===== src/rtl/fft_result_streamer.sv =====
// fft_result_streamer: captures 8-point FFT core results, streams one bin per handshake.
// Define FFT_STREAM_BITREV_EN to emit bins in bit-reversed order.
module fft_result_streamer #(
   parameter int LATENCY = 4,
   parameter int W       = 16
) (
   input  logic           clk,
   input  logic           reset,
   input  logic           frame_start,
   input  logic [8*W-1:0] y_r_flat,
   input  logic [8*W-1:0] y_i_flat,
   input  logic           out_ready,
   input  logic           clr_overrun,
   output logic           out_valid,
   output logic [W-1:0]   out_r,
   output logic [W-1:0]   out_i,
   output logic [2:0]     out_idx,
   output logic           out_last,
   output logic           busy,
   output logic           overrun
);
   typedef enum logic {IDLE, SEND} state_t;

   state_t           state, state_n;
   logic [LATENCY-1:0] tok;
   logic [8*W-1:0]   buf_r, buf_i;
   logic [2:0]       pos, pos_n, bin_n;
   logic [W-1:0]     r_n, i_n;
   logic             tok_out, hs, done, cap, drop;

   assign tok_out   = tok[LATENCY-1];
   assign out_valid = (state == SEND);
   assign busy      = (state == SEND);
   assign hs        = out_valid & out_ready;
   assign done      = hs & out_last;
   assign cap       = tok_out & ((state == IDLE) | done);
   assign drop      = tok_out & ~cap;

   always_comb begin
      state_n = state;
      pos_n   = pos;
      if (cap) begin
         state_n = SEND;
         pos_n   = 3'd0;
      end else if (done) begin
         state_n = IDLE;
      end else if (hs) begin
         pos_n = pos + 3'd1;
      end
`ifdef FFT_STREAM_BITREV_EN
      bin_n = {pos_n[0], pos_n[1], pos_n[2]};
`else
      bin_n = pos_n;
`endif
      r_n = '0;
      i_n = '0;
      for (int k = 0; k < 8; k++) begin
         if (bin_n == 3'(k)) begin
            r_n = buf_r[k*W +: W];
            i_n = buf_i[k*W +: W];
         end
      end
      // a fresh capture bypasses the buffer so bin 0 is presented with no bubble
      if (cap) begin
         r_n = y_r_flat[W-1:0];
         i_n = y_i_flat[W-1:0];
      end
      if (state_n == IDLE) begin
         r_n = '0;
         i_n = '0;
      end
   end

   always_ff @(posedge clk or posedge reset) begin
      if (reset) begin
         state    <= IDLE;
         tok      <= '0;
         pos      <= '0;
         buf_r    <= '0;
         buf_i    <= '0;
         out_r    <= '0;
         out_i    <= '0;
         out_idx  <= '0;
         out_last <= 1'b0;
         overrun  <= 1'b0;
      end else begin
         state    <= state_n;
         tok      <= LATENCY'({tok, frame_start});
         pos      <= pos_n;
         if (cap) begin
            buf_r <= y_r_flat;
            buf_i <= y_i_flat;
         end
         out_r    <= r_n;
         out_i    <= i_n;
         out_idx  <= (state_n == SEND) ? bin_n : 3'd0;
         out_last <= (state_n == SEND) && (bin_n == 3'd7);
         if (drop)
            overrun <= 1'b1;
         else if (clr_overrun)
            overrun <= 1'b0;
      end
   end
endmodule


===== config.mk =====
export PLATFORM = sky130hd
export DESIGN_NAME = fft_result_streamer
export DESIGN_NICKNAME = d
export VERILOG_FILES = /design/src/rtl/fft_result_streamer.sv
export SDC_FILE = /design/constraint.sdc
export NUM_CORES = 1
export LEC_CHECK = 0
export ABC_AREA = 1
export CAP_MARGIN = 20
export CORE_MARGIN = 5
export CORE_UTILIZATION = 46
export CTS_CLUSTER_DIAMETER = 80
export CTS_CLUSTER_SIZE = 16
export DETAILED_ROUTE_END_ITERATION = 16
export MAX_ROUTING_LAYER = met4
export PLACE_DENSITY_LB_ADDON = 0.08
export SYNTH_ARGS = -nofsm -noshare
export SYNTH_HDL_FRONTEND = slang
export SYNTH_SLANG_ARGS = --single-unit

===== constraint.sdc =====
create_clock -name clk -period 8.66 [get_ports clk]
set_input_delay 0.866 -clock clk [delete_from_list [all_inputs] [get_ports clk]]
set_output_delay 0.866 -clock clk [all_outputs]
set_load 0.05 [all_outputs]

==> metrics.csv, run 1 <==
stage,metric,value,unit
run_status,status,finished clean,
timing,slew at the pin closest to its max-slew limit,1060,ps
floorplanning,row cnt,62,
route,Avg Vias per Cell,5.13,
timing,setup repair after global routing missed its margin,false,
cts,count of instances resized after the clock tree is built,0,
grt,antenna violations before repair,0,
critical_path,data required time at the worst endpoint,9100,ps
critical_path,Crit Path Category,input pin to register,
floorplanning,Die ar.,32100,um^2
floorplanning,Chip Height,179,um
finish,count of nets after finishing,2156,
finish,diode insertion count for antenna repair,0,
critical_path,Worst Setup Start Kind,input pin,
route,average wire per cell in the routed design,19.5,um
floorplanning,overall die width,179,um
finish,final design area excluding fillers,16900,um^2
synthesis,Post-Synthesis Cells,1658,
place,HPWL reported at the end of detailed placement,31900,um
timing,Fmax,240,MHz
timing,"Setup violations, final",0,
pwr,total design power,6.30,mW
route,number of nets with antenna violations after routing,0,
critical_path,endpoint arrival time on the critical path,4600,ps
timing,count of final max-slew check failures,0,
grt,via count of the first global-routing pass,10900,
cts,Max clock buf depth,3,
cts,root buffer cell,sky130_fd_sc_hd__clkbuf_16,
floorplanning,starting utilization of the core area,46.2,%
cts,Post-CTS Hold Buffers,0,
cts,buffers inserted by post-CTS timing repair,0,
place,standard cell area after detailed placement,16300,um^2
synthesis,net count of the mapped netlist,1920,
floorplanning,Floorplan Core Area,28500,um^2
timing,time the final worst path needs with I/O delays and setup,4160,ps
synthesis,Avg Synthesized Cell Area,7.93,um^2
route,sum of routed wire length over all layers,44300,um
grt,wire length of the first global-routing pass,66400,um
synthesis,Synth warnings,0,
synthesis,Netlist Area Pre-Place,13200,um^2
synthesis,count of distinct cell types in the synthesized netlist,24,
pwr,IR Drop Worst-Case VDD,214,uV
route,post-detailed-route DRC marker count,0,
job,max-cap violation count,0,
timing,number of failing hold endpoints at the final stage,0,
timing,ratio of final minimum period to clock period,48.0,%
cts,sink count of the clock tree,301,
route,DR pass1 iterations,5,
critical_path,Critical Path Fanout Max,91,
timing,headroom to the max-slew limit,29.2,%
timing,Sum Neg Setup Slack,0,ps
critical_path,FF-to-FF path depth,10,
min_path,class of the tightest hold or removal check,register to register,
grt,pin count of the biggest net entering global routing,195,
floorplanning,number of ports placed on the die boundary,300,
finish,layout cell share with drive strength beyond 1,2.90,%
route,DR vias,11700,
route,Starting DRT DRC Count,1233,
grt,Total GRT Usage,28.0,%
synthesis,sequential cell area fraction in the yosys report,57.3,%
finish,Area Overhead vs Synth,28.7,%
place,PortBufs,299,
timing,skew final,16.7,ps
min_path,number of instances on the worst hold path,0,
cts,number of buffers added by the clock tree synthesis step,22,
cts,clock insertion delay at the later pin of the skew report,530,ps
cts,CTS H-Tree Depth,1,
critical_path,type of destination of the critical path,register,
pwr,Power per Cell Area,372,nW/um^2
pwr,leakage dissipation,8.24,nW
cts,CTS tree,built,
cts,register clock-pin slew on the reported worst setup and hold paths,80,ps
synthesis,post-synthesis register bit count,301,
grt,Overflow after GRT,0,
place,RePlAce Congestion,0.940,
[per-layer routing]
metal	wire, um	up-vias	GRT usage (%)
met3	4280	35	5.40
met4	408	0	3.30
li1	-	5654	-
met5	0	-	-
met2	16900	504	34.4
met1	22700	5489	48.1
[worst paths after layout]
path	start	end	slack, ps
max	out_ready	out_i[9]	4500
min	tok[2]	tok[3]	350
max reg2reg	tok[3]	out_i[9]	4850
min reg2reg	tok[2]	tok[3]	350
max in group asynchronous	reset	buf_r[78]	6190
min in group asynchronous	reset	buf_i[115]	950
[Yosys cell counts (all sizes together)]
cell / number / area [um^2]
nand4: 48 / 300
nor2: 141 / 539
nor3: 2 / 26.3
buf: 40 / 200
nand2: 763 / 2870
dfrtp: 301 / 7530
o21ai: 52 / 260
clkinv: 2 / 7.51
a21oi: 78 / 390
and3: 1 / 6.26
ha: 1 / 12.5
clkbuf: 62 / 233
nand3: 102 / 528
inv: 64 / 240
o21bai: 1 / 7.51
[critical path, cell delays in order]
cell	delay, ps
sky130_fd_sc_hd__clkdlybuf4s50_1	450
sky130_fd_sc_hd__nand2_1	70
sky130_fd_sc_hd__nand2_1	110
sky130_fd_sc_hd__nand2_4	390
sky130_fd_sc_hd__buf_4	830
sky130_fd_sc_hd__nand2_4	340
sky130_fd_sc_hd__nor3_4	720
sky130_fd_sc_hd__buf_4	370
sky130_fd_sc_hd__nand2_1	80
sky130_fd_sc_hd__nand4_1	110
sky130_fd_sc_hd__nand2_1	60
sky130_fd_sc_hd__a21oi_1	140
[metrics by stage]
step                      cells  hold slack (ps)  setup WS, ps  utilization, %
after global routing       2278              357          4070            59.5
final                      2278              354          4500            59.5
after CTS                  2278              356          4480            59.5
after detailed placement   2254              341          3950            57.4
after floorplan            1658              331          3790               -
after global placement     2254              334          4050            57.4
[flip-flops by register name (all words and copies together), names as in the netlist]
register,flops
buf_r,128
buf_i,128
out_idx,3
out_last,1
busy,1
overrun,1
pos,3
out_r,16
out_i,16
tok,4
[kinds of logic after synthesis]
group                    count (synthesis)  synth area share, %
AND/OR/NAND/NOR                       1057                 32.5
flip-flops                             301                 57.3
AO/OA/AOI/OAI                          131                 5.00
adder cells (fa/ha/maj)                  1               0.0951
buffers and inverters                  168                 5.17
[final cells by class]
class                      instances  area [um^2]
clock buffer                      23          576
clock inverter                     1         5.00
fill                            2629        11500
inverter                          66          259
multi-input combinational       1189         4960
sequential                       301         7530
tap                              384          480
timing repair buffer             314         3120
[placed cells by master (no fill, tap or decap)]
| cell type | count |
|---|---|
| sky130_fd_sc_hd__a21oi_1 | 78 |
| sky130_fd_sc_hd__and3_1 | 1 |
| sky130_fd_sc_hd__buf_12 | 1 |
| sky130_fd_sc_hd__buf_4 | 14 |
| sky130_fd_sc_hd__clkbuf_16 | 23 |
| sky130_fd_sc_hd__clkdlybuf4s50_1 | 299 |
| sky130_fd_sc_hd__clkinv_1 | 1 |
| sky130_fd_sc_hd__clkinv_2 | 1 |
| sky130_fd_sc_hd__clkinvlp_4 | 1 |
| sky130_fd_sc_hd__dfrtp_1 | 301 |
| sky130_fd_sc_hd__ha_1 | 1 |
| sky130_fd_sc_hd__inv_1 | 60 |
| sky130_fd_sc_hd__inv_2 | 3 |
| sky130_fd_sc_hd__inv_8 | 1 |
| sky130_fd_sc_hd__nand2_1 | 761 |
| sky130_fd_sc_hd__nand2_4 | 2 |
| sky130_fd_sc_hd__nand3_1 | 100 |
| sky130_fd_sc_hd__nand3_2 | 1 |
| sky130_fd_sc_hd__nand3_4 | 1 |
| sky130_fd_sc_hd__nand4_1 | 48 |
| sky130_fd_sc_hd__nor2_1 | 136 |
| sky130_fd_sc_hd__nor2_2 | 5 |
| sky130_fd_sc_hd__nor3_4 | 2 |
| sky130_fd_sc_hd__o21ai_0 | 52 |
| sky130_fd_sc_hd__o21bai_1 | 1 |
[report_power, final]
group	switching, mW	internal (mW)
Clock	0.487	0.470
Combinational	1.98	0.919
Sequential	0.369	2.07
Total	2.84	3.46
No activity file was read; power rests on OpenSTA's default activity.
==> run 2, diff against run 1 <==
==> constraint.sdc (replaced) <==
create_clock -name clk -period 3.65 [get_ports clk]
set_input_delay 0.365 -clock clk [delete_from_list [all_inputs] [get_ports clk]]
set_output_delay 0.365 -clock clk [all_outputs]
set_load 0.05 [all_outputs]
==> run 2 against run 1 <==
Against the previous run:
- final cell count is 0.53% higher
- register-to-register slack worse by 4000 ps
- sequential power is 140% higher
- first-iteration DRC count is 11% higher
- critical path depth is 1 higher
- clock skew is 12 ps higher
- routed wire length hardly changed
==> metrics.csv, run 2 (synthesis gave the netlist of run 1 again) <==
stage,metric,value,unit
grt,via count of the first global-routing pass,11300,
floorplanning,Chip Height,179,um
critical_path,type of destination of the critical path,register,
route,average wire per cell in the routed design,19.4,um
place,HPWL reported at the end of detailed placement,32400,um
timing,setup repair after global routing missed its margin,false,
critical_path,Critical Path Fanout Max,88,
route,Avg Vias per Cell,5.19,
cts,count of instances resized after the clock tree is built,0,
grt,pin count of the biggest net entering global routing,89,
cts,CTS H-Tree Depth,1,
critical_path,data required time at the worst endpoint,4090,ps
floorplanning,starting utilization of the core area,46.2,%
grt,Overflow after GRT,0,
route,sum of routed wire length over all layers,44300,um
cts,Post-CTS Hold Buffers,0,
finish,"commonest non-fill, non-tap cell in the layout",sky130_fd_sc_hd__nand2_1,
cts,CTS tree,built,
finish,total area of sequential cells,7530,um^2
floorplanning,row cnt,62,
timing,skew final,29.1,ps
critical_path,Reg2Reg Launch Point,busy,
finish,final design area excluding fillers,17100,um^2
pwr,Power per Cell Area,878,nW/um^2
place,standard cell area after detailed placement,16500,um^2
finish,layout cell share with drive strength beyond 1,3.46,%
cts,sink count of the clock tree,301,
cts,buffers inserted by post-CTS timing repair,0,
timing,time the final worst path needs with I/O delays and setup,2810,ps
timing,count of final max-slew check failures,0,
route,Starting DRT DRC Count,1373,
place,PortBufs,299,
grt,wire length of the first global-routing pass,66600,um
critical_path,endpoint arrival time on the critical path,3240,ps
cts,register clock-pin slew on the reported worst setup and hold paths,80,ps
critical_path,first element of the critical path,busy,
pwr,leakage dissipation,8.31,nW
critical_path,Worst Setup Start Kind,register,
run_status,status,finished clean,
cts,number of buffers added by the clock tree synthesis step,22,
timing,ratio of final minimum period to clock period,76.9,%
timing,"Setup violations, final",0,
route,DR vias,11900,
cts,Max clock buf depth,3,
floorplanning,overall die width,179,um
finish,area of the multi-input gates,4960,um^2
timing,slew at the pin closest to its max-slew limit,920,ps
min_path,class of the tightest hold or removal check,input pin to asynchronous set/reset pin,
critical_path,Crit Path Category,register to register,
timing,Fmax,356,MHz
finish,count of nets after finishing,2167,
route,post-detailed-route DRC marker count,0,
grt,antenna violations before repair,0,
timing,number of failing hold endpoints at the final stage,0,
finish,count of fill cells added during filler insertion,2653,
timing,headroom to the max-slew limit,38.6,%
finish,"commonest non-fill, non-tap cells in the layout","sky130_fd_sc_hd__nand2_1, sky130_fd_sc_hd__dfrtp_1, sky130_fd_sc_hd__clkdlybuf4s50_1",
floorplanning,number of ports placed on the die boundary,300,
grt,Total GRT Usage,27.9,%
cts,root buffer cell,sky130_fd_sc_hd__clkbuf_16,
finish,final design utilization,60.0,%
cts,clock insertion delay at the later pin of the skew report,530,ps
place,RePlAce Congestion,0.948,
finish,Area Overhead vs Synth,29.9,%
route,DR pass1 iterations,5,
pwr,total design power,15.0,mW
route,number of nets with antenna violations after routing,0,
floorplanning,Floorplan Core Area,28500,um^2
pwr,IR Drop Worst-Case VDD,496,uV
job,max-cap violation count,0,
floorplanning,Die ar.,32100,um^2
finish,Top Registers,"buf_i: 128 flops, buf_r: 128 flops",
-- run 2: metrics by stage --
step                      TNS, ps  worst slack, ps  hold WS [ps]  cells
after floorplan           -215530             -716           331   1658
after global placement          0              605           333   2265
after detailed placement        0              521           336   2265
after CTS                       0              907           317   2289
after global routing            0              577           344   2289
final                           0              845           323   2290
-- run 2: routing by layer --
layer  GRT usage (%)  up-vias  wire length, um
met5               -        -                0
met4            4.44        0              648
met2            34.7      510            17100
met1            46.2     5666            22300
met3            6.56       41             4350
li1                -     5668                -
-- run 2: path summary, 6_finish.rpt --
| check | endpoint | slack, ps | cells after the start |
|---|---|---|---|
| max in group asynchronous | buf_r[90] | 2390 | 3 |
| min | out_i[6] | 320 | 2 |
| min reg2reg | tok[2] | 350 | 0 |
| max reg2reg | out_r[8] | 840 | 13 |
| min in group clk | tok[0] | 320 | 1 |
| max | out_r[8] | 840 | 13 |
-- run 2: final cells by class --
class                      count  share of cell area [%]
timing repair buffer         325                    19.2
inverter                      66                    1.52
sequential                   301                    44.1
multi-input combinational   1189                    29.0
tap                          384                    2.81
clock inverter                 1                  0.0293
clock buffer                  23                    3.37
antenna                        1                  0.0146
-- run 2: report_power, final --
part | switching (mW) | internal, mW
combinational | 4.68 | 2.28
clock | 1.13 | 1.11
sequential | 0.881 | 4.91
-- run 2: critical path, cell delays in order (launching register included) --
cell                      delay, ps
sky130_fd_sc_hd__dfrtp_1        450
sky130_fd_sc_hd__nand2_1         90
sky130_fd_sc_hd__nor2_2         160
sky130_fd_sc_hd__nand3_1        140
sky130_fd_sc_hd__nand3_4        130
sky130_fd_sc_hd__buf_12         330
sky130_fd_sc_hd__inv_2           90
sky130_fd_sc_hd__nor2_2         530
sky130_fd_sc_hd__nand2_1        230
sky130_fd_sc_hd__nand3_1        120
sky130_fd_sc_hd__nor2_1          60
sky130_fd_sc_hd__nand4_1        190
sky130_fd_sc_hd__nor2_1          60
sky130_fd_sc_hd__nor2_1          90
==> run 3, diff against run 2 <==
==> constraint.sdc (replaced) <==
create_clock -name clk -period 2.5 [get_ports clk]
set_input_delay 0.25 -clock clk [delete_from_list [all_inputs] [get_ports clk]]
set_output_delay 0.25 -clock clk [all_outputs]
set_load 0.05 [all_outputs]
==> run 3 against run 2 <==
Against the previous run:
- first-iteration DRC count shrank 2.1%
- count of clock-buffer cells in the layout is the same
- sequential share of layout area shrank 1.4 points
- non-clock buffer count grew 54
- utilization grew 1.9 points
- critical path depth grew 2
- clock power grew 46%
- die area is the same
- critical path type unchanged
- highest routed layer unchanged
==> metrics.csv, run 3 (synthesis gave the netlist of run 1 again) <==
stage,metric,value,unit
critical_path,data required time at the worst endpoint,2910,ps
finish,layout cell share with drive strength beyond 1,6.23,%
grt,pin count of the biggest net entering global routing,107,
floorplanning,overall die width,179,um
place,dpl ws,-164,ps
grt,Total GRT Usage,29.2,%
cts,clock insertion delay at the later pin of the skew report,520,ps
finish,final design area excluding fillers,17600,um^2
timing,skew final,9.13,ps
critical_path,Critical Path Fanout Max,9,
critical_path,Worst Setup Start Kind,register,
floorplanning,Die ar.,32100,um^2
timing,number of failing hold endpoints at the final stage,0,
route,sum of routed wire length over all layers,46100,um
timing,count of final max-slew check failures,0,
cts,sink count of the clock tree,301,
route,average wire per cell in the routed design,19.7,um
floorplanning,number of ports placed on the die boundary,300,
finish,count of nets after finishing,2221,
finish,Area Overhead vs Synth,34.0,%
cts,register clock-pin slew on the reported worst setup and hold paths,70,ps
cts,CTS H-Tree Depth,1,
place,RePlAce Congestion,0.965,
floorplanning,starting utilization of the core area,46.2,%
route,Starting DRT DRC Count,1344,
floorplanning,row cnt,62,
grt,met3 track demand over resource in global routing,8.25,%
run_status,status,finished clean,
finish,Top Registers,"buf_i: 128 flops, buf_r: 128 flops",
route,DR pass1 iterations,5,
finish,"commonest non-fill, non-tap cell in the layout",sky130_fd_sc_hd__nand2_1,
finish,"commonest non-fill, non-tap cells in the layout","sky130_fd_sc_hd__nand2_1, sky130_fd_sc_hd__dfrtp_1, sky130_fd_sc_hd__clkdlybuf4s50_1",
timing,headroom to the max-slew limit,40.0,%
critical_path,type of destination of the critical path,register,
grt,met2 GRT Util,35.6,%
grt,via count of the first global-routing pass,11700,
grt,antenna violations before repair,1,
timing,slew at the pin closest to its max-slew limit,900,ps
cts,root buffer cell,sky130_fd_sc_hd__clkbuf_16,
route,Avg Vias per Cell,5.15,
place,standard cell area after detailed placement,17000,um^2
place,HPWL reported at the end of detailed placement,34300,um
timing,final worst hold slack,185,ps
floorplanning,Chip Height,179,um
grt,Overflow after GRT,0,
grt,met1 layer usage reported by global route,48.4,%
place,PortBufs,299,
route,number of nets with antenna violations after routing,0,
min_path,class of the tightest hold or removal check,input pin to register,
timing,ratio of final minimum period to clock period,94.0,%
timing,Fmax,426,MHz
pwr,leakage dissipation,8.62,nW
route,DR vias,12100,
pwr,Power per Cell Area,1310,nW/um^2
floorplanning,Floorplan Core Area,28500,um^2
timing,post-route setup slack,150,ps
critical_path,Crit Path Category,register to register,
critical_path,endpoint arrival time on the critical path,2760,ps
pwr,IR Drop Worst-Case VDD,627,uV
timing,setup repair after global routing missed its margin,true,
job,max-cap violation count,0,
grt,wire length of the first global-routing pass,69500,um
route,post-detailed-route DRC marker count,0,
timing,time the final worst path needs with I/O delays and setup,2350,ps
timing,"Setup violations, final",0,
cts,CTS tree,built,
grt,most utilized layer in the global route result,met1,
cts,number of buffers added by the clock tree synthesis step,22,
cts,Max clock buf depth,3,
pwr,total design power,23.1,mW
## run 3: per-stage QoR
step / util, % / TNS, ps / instances
6_report: 61.9 / 0 / 2344
5_1_grt: 61.9 / -9.01 / 2344
4_1_cts: 61.7 / 0 / 2342
3_5_place_dp: 59.7 / -2670 / 2318
3_3_place_gp: 59.7 / -2510 / 2318
2_1_floorplan: - / -527060 / 1658
## run 3: area by class of cell
type                       count  area (um^2)
sequential                   301         7530
antenna                        1         2.50
timing repair buffer         379         3800
clock buffer                  23          576
clock inverter                 1         5.00
multi-input combinational   1189         4970
fill                        2588        10800
inverter                      66          259
tap                          384          480
## run 3: worst paths after layout
check / startpoint / end / slack, ps / cells after the start
max in group asynchronous: reset / tok[0] / 1680 / 3
worst min register to register: tok[1] / tok[2] / 350 / 0
min in group asynchronous: reset / buf_i[116] / 190 / 3
worst max register to register: pos[0] / out_r[12] / 150 / 15
worst min-delay path: frame_start / tok[0] / 180 / 1
worst max-delay path: pos[0] / out_r[12] / 150 / 15
## run 3: layer usage
| layer | routed length (um) | up-vias |
|---|---|---|
| met2 | 17600 | 520 |
| met4 | 615 | 0 |
| met3 | 5080 | 46 |
| met1 | 22800 | 5706 |
| li1 | - | 5790 |
| met5 | 0 | - |
## run 3: power by group
group | internal, mW | switching [mW]
combinational | 4.19 | 7.18
sequential | 7.17 | 1.29
clock | 1.63 | 1.65
total | 13.0 | 10.1
## run 3: critical path, stage by stage, from the launching register on
cell	delay, ps
sky130_fd_sc_hd__dfrtp_1	420
sky130_fd_sc_hd__ha_1	300
sky130_fd_sc_hd__inv_1	40
sky130_fd_sc_hd__nand2_1	80
sky130_fd_sc_hd__buf_4	110
sky130_fd_sc_hd__nand2_1	70
sky130_fd_sc_hd__inv_1	100
sky130_fd_sc_hd__nor2_2	60
sky130_fd_sc_hd__buf_6	130
sky130_fd_sc_hd__buf_12	130
sky130_fd_sc_hd__nand3_1	70
sky130_fd_sc_hd__nand3_1	80
sky130_fd_sc_hd__nor2_1	200
sky130_fd_sc_hd__nand4_1	250
sky130_fd_sc_hd__nor2_1	150
sky130_fd_sc_hd__nor2_1	50
## run 3: timing repair
| item | 4_1_cts | 5_1_grt |
|---|---|---|
| setup endpoints to repair | 0 | 18 |
| setup buffers | 0 | 1 |
| resized for setup | 0 | 11 |
| hold buffers | 0 | 0 |
